===== src/rtl/seg7_result_decoder.sv =====
// seg7_result_decoder: debounced inverse of the 3-bit signed 7-segment display encoder.
// A code is accepted only after STABLE_CYCLES identical samples. The decoded value and
// its class (numeric / blank overflow / illegal) are held until the next accept, and each
// accept bumps one of three saturating statistics counters.
module seg7_result_decoder #(
    parameter int STABLE_CYCLES = 3,
    parameter int CNT_W         = 8
) (
    input  logic             clk_2,
    input  logic             reset,
    input  logic [7:0]       seg_in,
    input  logic             seg_valid,
    output logic             out_valid,
    output logic [2:0]       val,
    output logic             ovf,
    output logic             illegal,
    output logic [CNT_W-1:0] n_ok,
    output logic [CNT_W-1:0] n_ovf,
    output logic [CNT_W-1:0] n_err
);

    localparam int CW = $clog2(STABLE_CYCLES + 1);
    localparam logic [CW-1:0] CNT_ONE  = CW'(1);
    localparam logic [CW-1:0] CNT_LAST = CW'(STABLE_CYCLES - 1);

    typedef enum logic [1:0] {
        IDLE = 2'd0,
        QUAL = 2'd1,
        EMIT = 2'd2,
        HOLD = 2'd3
    } state_t;

    state_t        state, state_nxt;
    logic [7:0]    cap, cap_nxt;
    logic [CW-1:0] cnt, cnt_nxt;
    logic          load_dec;
    logic [4:0]    dec_res;

    // Pattern -> {illegal, ovf, val}; the sign segment (bit 7) marks the negative codes.
    function automatic logic [4:0] decode_seg(input logic [7:0] code);
        logic [4:0] r;
        case (code)
            8'h3F:   r = {2'b00, 3'b000};
            8'h06:   r = {2'b00, 3'b001};
            8'h5B:   r = {2'b00, 3'b010};
            8'h4F:   r = {2'b00, 3'b011};
            8'hE6:   r = {2'b00, 3'b100};
            8'hCF:   r = {2'b00, 3'b101};
            8'hDB:   r = {2'b00, 3'b110};
            8'h86:   r = {2'b00, 3'b111};
            8'h00:   r = {2'b01, 3'b000};
            default: r = {2'b10, 3'b000};
        endcase
        return r;
    endfunction

    // Saturating increment: a counter at all-ones stays there.
    function automatic logic [CNT_W-1:0] sat_inc(input logic [CNT_W-1:0] c);
        return (c == {CNT_W{1'b1}}) ? c : c + 1'b1;
    endfunction

    assign dec_res = decode_seg(cap);

    // Next-state and capture/qualification-counter logic.
    always_comb begin
        state_nxt = state;
        cap_nxt   = cap;
        cnt_nxt   = cnt;
        load_dec  = 1'b0;
        case (state)
            IDLE: begin
                if (seg_valid) begin
                    cap_nxt   = seg_in;
                    cnt_nxt   = CNT_ONE;
                    state_nxt = QUAL;
                end
            end
            QUAL: begin
                if (!seg_valid) begin
                    state_nxt = IDLE;
                end else if (seg_in != cap) begin
                    cap_nxt = seg_in;
                    cnt_nxt = CNT_ONE;
                end else if (cnt == CNT_LAST) begin
                    state_nxt = EMIT;
                    load_dec  = 1'b1;
                end else begin
                    cnt_nxt = cnt + 1'b1;
                end
            end
            EMIT: begin
                state_nxt = HOLD;
            end
            HOLD: begin
                if (!seg_valid) begin
                    state_nxt = IDLE;
                end else if (seg_in != cap) begin
                    cap_nxt   = seg_in;
                    cnt_nxt   = CNT_ONE;
                    state_nxt = QUAL;
                end
            end
            default: state_nxt = IDLE;
        endcase
    end

    // State, capture and registered outputs; statistics update on the cycle spent in EMIT.
    always_ff @(posedge clk_2) begin
        if (reset) begin
            state     <= IDLE;
            cap       <= 8'h00;
            cnt       <= '0;
            out_valid <= 1'b0;
            val       <= 3'b000;
            ovf       <= 1'b0;
            illegal   <= 1'b0;
            n_ok      <= '0;
            n_ovf     <= '0;
            n_err     <= '0;
        end else begin
            state     <= state_nxt;
            cap       <= cap_nxt;
            cnt       <= cnt_nxt;
            out_valid <= (state_nxt == EMIT);
            if (load_dec) begin
                illegal <= dec_res[4];
                ovf     <= dec_res[3];
                val     <= dec_res[2:0];
            end
            if (state == EMIT) begin
                if (illegal)  n_err <= sat_inc(n_err);
                else if (ovf) n_ovf <= sat_inc(n_ovf);
                else          n_ok  <= sat_inc(n_ok);
            end
        end
    end

endmodule


===== config.mk =====
export PLATFORM = sky130hd
export DESIGN_NAME = seg7_result_decoder
export DESIGN_NICKNAME = d
export VERILOG_FILES = /design/src/rtl/seg7_result_decoder.sv
export SDC_FILE = /design/constraint.sdc
export NUM_CORES = 1
export LEC_CHECK = 0
export CORE_MARGIN = 1.5
export CORE_UTILIZATION = 35
export CTS_CLUSTER_SIZE = 12
export DETAILED_ROUTE_END_ITERATION = 8
export HOLD_SLACK_MARGIN = 0.03
export SLEW_MARGIN = 20
export SYNTH_ARGS = -nofsm -noshare
export SYNTH_HDL_FRONTEND = slang
export SYNTH_SLANG_ARGS = --single-unit

===== constraint.sdc =====
create_clock -name clk_2 -period 2.1 [get_ports clk_2]
set_input_delay 0.315 -clock clk_2 [delete_from_list [all_inputs] [get_ports clk_2]]
set_output_delay 0.315 -clock clk_2 [all_outputs]
set_load 0.05 [all_outputs]

==> out/qor.yml <==
ys_seq_area_share_pct: 40.6
clkLatencyLatePin_ps: 290
cp-start-kind: "flip-flop"
detailed_place.area_um2: 2560
antenna_left: 0
power.static_leakage_nw: 0.957
grt_pass1_wl_um: 7130
gp_congestion: 0.753
layout_commonest_cell: "dfxtp_1"
synth_async_sr_flop_share_pct: 0
post_drt_wl_per_cell_um: 11.7
nNetsFinal: 288
required_ps: 1780
ys_seq_elements: 42
row_count: 27
cpPeakStageDelay_ps: 840
critPathSlowestCell: "clkdlybuf4s50_1"
cp_top_family: "buffers and inverters"
die_area_um2: 6390
antenna_cells: 0
synthesis.area_um2: 2070
tightestPinTransition_ps: 521
dieWidth_um: 79.9
syn_to_final_growth_pct: 30.6
drive_above_1_share_pct: 8.03
cts_tree: "built"
yosysTopAreaCell: "dfxtp_1"
cts_max_path_buffers: 2
setup_violations: 0
hold_class: "reg -> reg"
drv_cap: 0
first_pass_iters: 4
synthCells: 231
dr_total_vias: 1717
ios: 41
cts_root_buf: "clkbuf_8"
cts_inserted_buffers: 5
hold_viol: 0
grt_max_degree: 44
pre_cts_slack_ps: 69.7
multi_input_area_um2: 1160
seq_area_um2: 841
finalWorstSetupSlack_ps: 198
arrival_ps: 1590
cts_htree_levels: 2
tns_ps: 0
yosys.cell_types.count: 44
synth-edff-count: 0
grt_pass1_vias: 1615
max_freq_mhz: 526
final_area_um2: 2700
fillers: 580
hold_buffers: 0
final_max_slew_viol_count: 0
postSynthAreaPerCell_um2: 8.96
slew_headroom_pct: 65.2
via_per_inst: 4.96
post_cts_buffers: 0
die_h_um: 79.9
synth_ff_type: "dfxtp_1"
cts_sinks: 42
grt_overflow: 0
start_util_pct: 36.9
gr-usage-all-layers_pct: 14.0
totalWireLength_um: 4040
clk_pin_slew_ps: 80
fin_crit_sh_pct: 90.6
period_needed_ps: 1900
synthTopCellsByArea: "dfxtp_1, nor2_1, xnor2_1"
power_density_nw_per_um2: 636
coreArea_um2: 5610
rsz0062_at_grt: "false"
critical_path.endpoint_type: "output port"
syn_nets: 246
ir_drop_mv: 0.368
path_buf_inv: 1
cp_max_fo: 4
antenna_found_initial: 0
hpwl_um: 2930
critical_path_class: "reg -> out"
cts_resized: 0
drcViolationCount: 0
status: "finished clean"
drt_iter0_drc: 56
io_buffers: 40
yosysTopAreaCellShare_pct: 40.6
synth_warnings: 0
crit_chain: "clkdlybuf4s50_1"
skew_ps: 7.92
final_cell_mix: "dfxtp_1, nor2_1, clkdlybuf4s50_1"
total_power_w: 0.00172
-- worst paths after layout --
check | from | endpoint | slack (ps) | cells after the start
worst max-delay path | n_ok[6]$_SDFFE_PP0P_ | n_ok[6] | 200 | 1
worst min-delay path | cnt[1]$_SDFFE_PP0P_ | cnt[1]$_SDFFE_PP0P_ | 470 | 2
worst max register to register | illegal$_SDFFE_PP0P_ | n_ok[5]$_SDFFE_PP0P_ | 370 | 5
worst min register to register | cnt[1]$_SDFFE_PP0P_ | cnt[1]$_SDFFE_PP0P_ | 470 | 2
-- state kept, by name, indices dropped and copies added, names as in the netlist --
signal,count
illegal,1
cnt,2
n_ovf,8
n_ok,8
out_valid,1
n_err,8
state,2
val,3
cap,8
ovf,1
-- where the power goes --
part / internal (W) / total [W] / switching (W)
clock network: 0.000507 / 0.000781 / 0.000274
logic: 0.0000602 / 0.000111 / 0.0000509
registers: 0.000807 / 0.000829 / 0.0000211
-- final cells by class --
cell class	instances	area share, %
clock buffers	6	3.05
multi-input cells	174	42.9
clock inverters	2	2.22
repair buffers	45	16.7
flip-flops and latches	42	31.1
well taps	72	3.33
inverters	5	0.694
-- synth_stat cells, drive strengths merged (3+ instances only) --
master and count:
nand2b 4, buf 6, ha 4, dfxtp 42, inv 5, clkbuf 4
a211oi 3, nand3 7, nand4 10, nor2 41, nand2 15, a21oi 7
o21ai 5, xnor2 17, mux2i 12, xor2 12, nor3 6, and3 4
-- stage by stage --
stage,cells,hold slack [ps],util [%]
floorplan,231,449,-
global placement,338,465,45.7
detailed placement,338,466,45.7
CTS,346,476,48.2
global route,346,527,48.2
finish,346,475,48.2
-- logic make-up (layout without fill, tap and decap cells) --
logic type               Yosys count  after routing  share of synthesized area (%)
flip-flops                        42             42                           40.6
adder cells (fa/ha/maj)            4              4                           2.42
buffers and inverters             15             58                           3.32
AND/OR/NAND/NOR                  103            103                           25.6
AO/OA/AOI/OAI                     26             26                           9.97
XOR/XNOR                          29             29                           12.3
multiplexers                      12             12                           5.80
-- routing by layer --
metal | part of all wire (%) | vias to the layer above | global-route usage (%)
met2 | 47 | 28 | 24.3
met3 | 3.7 | 7 | 3.43
li1 | - | 891 | -
met4 | 1.3 | 0 | 5.00
met5 | 0 | - | 0
met1 | 48 | 791 | 16.5
(Power assumes the default switching activity.)
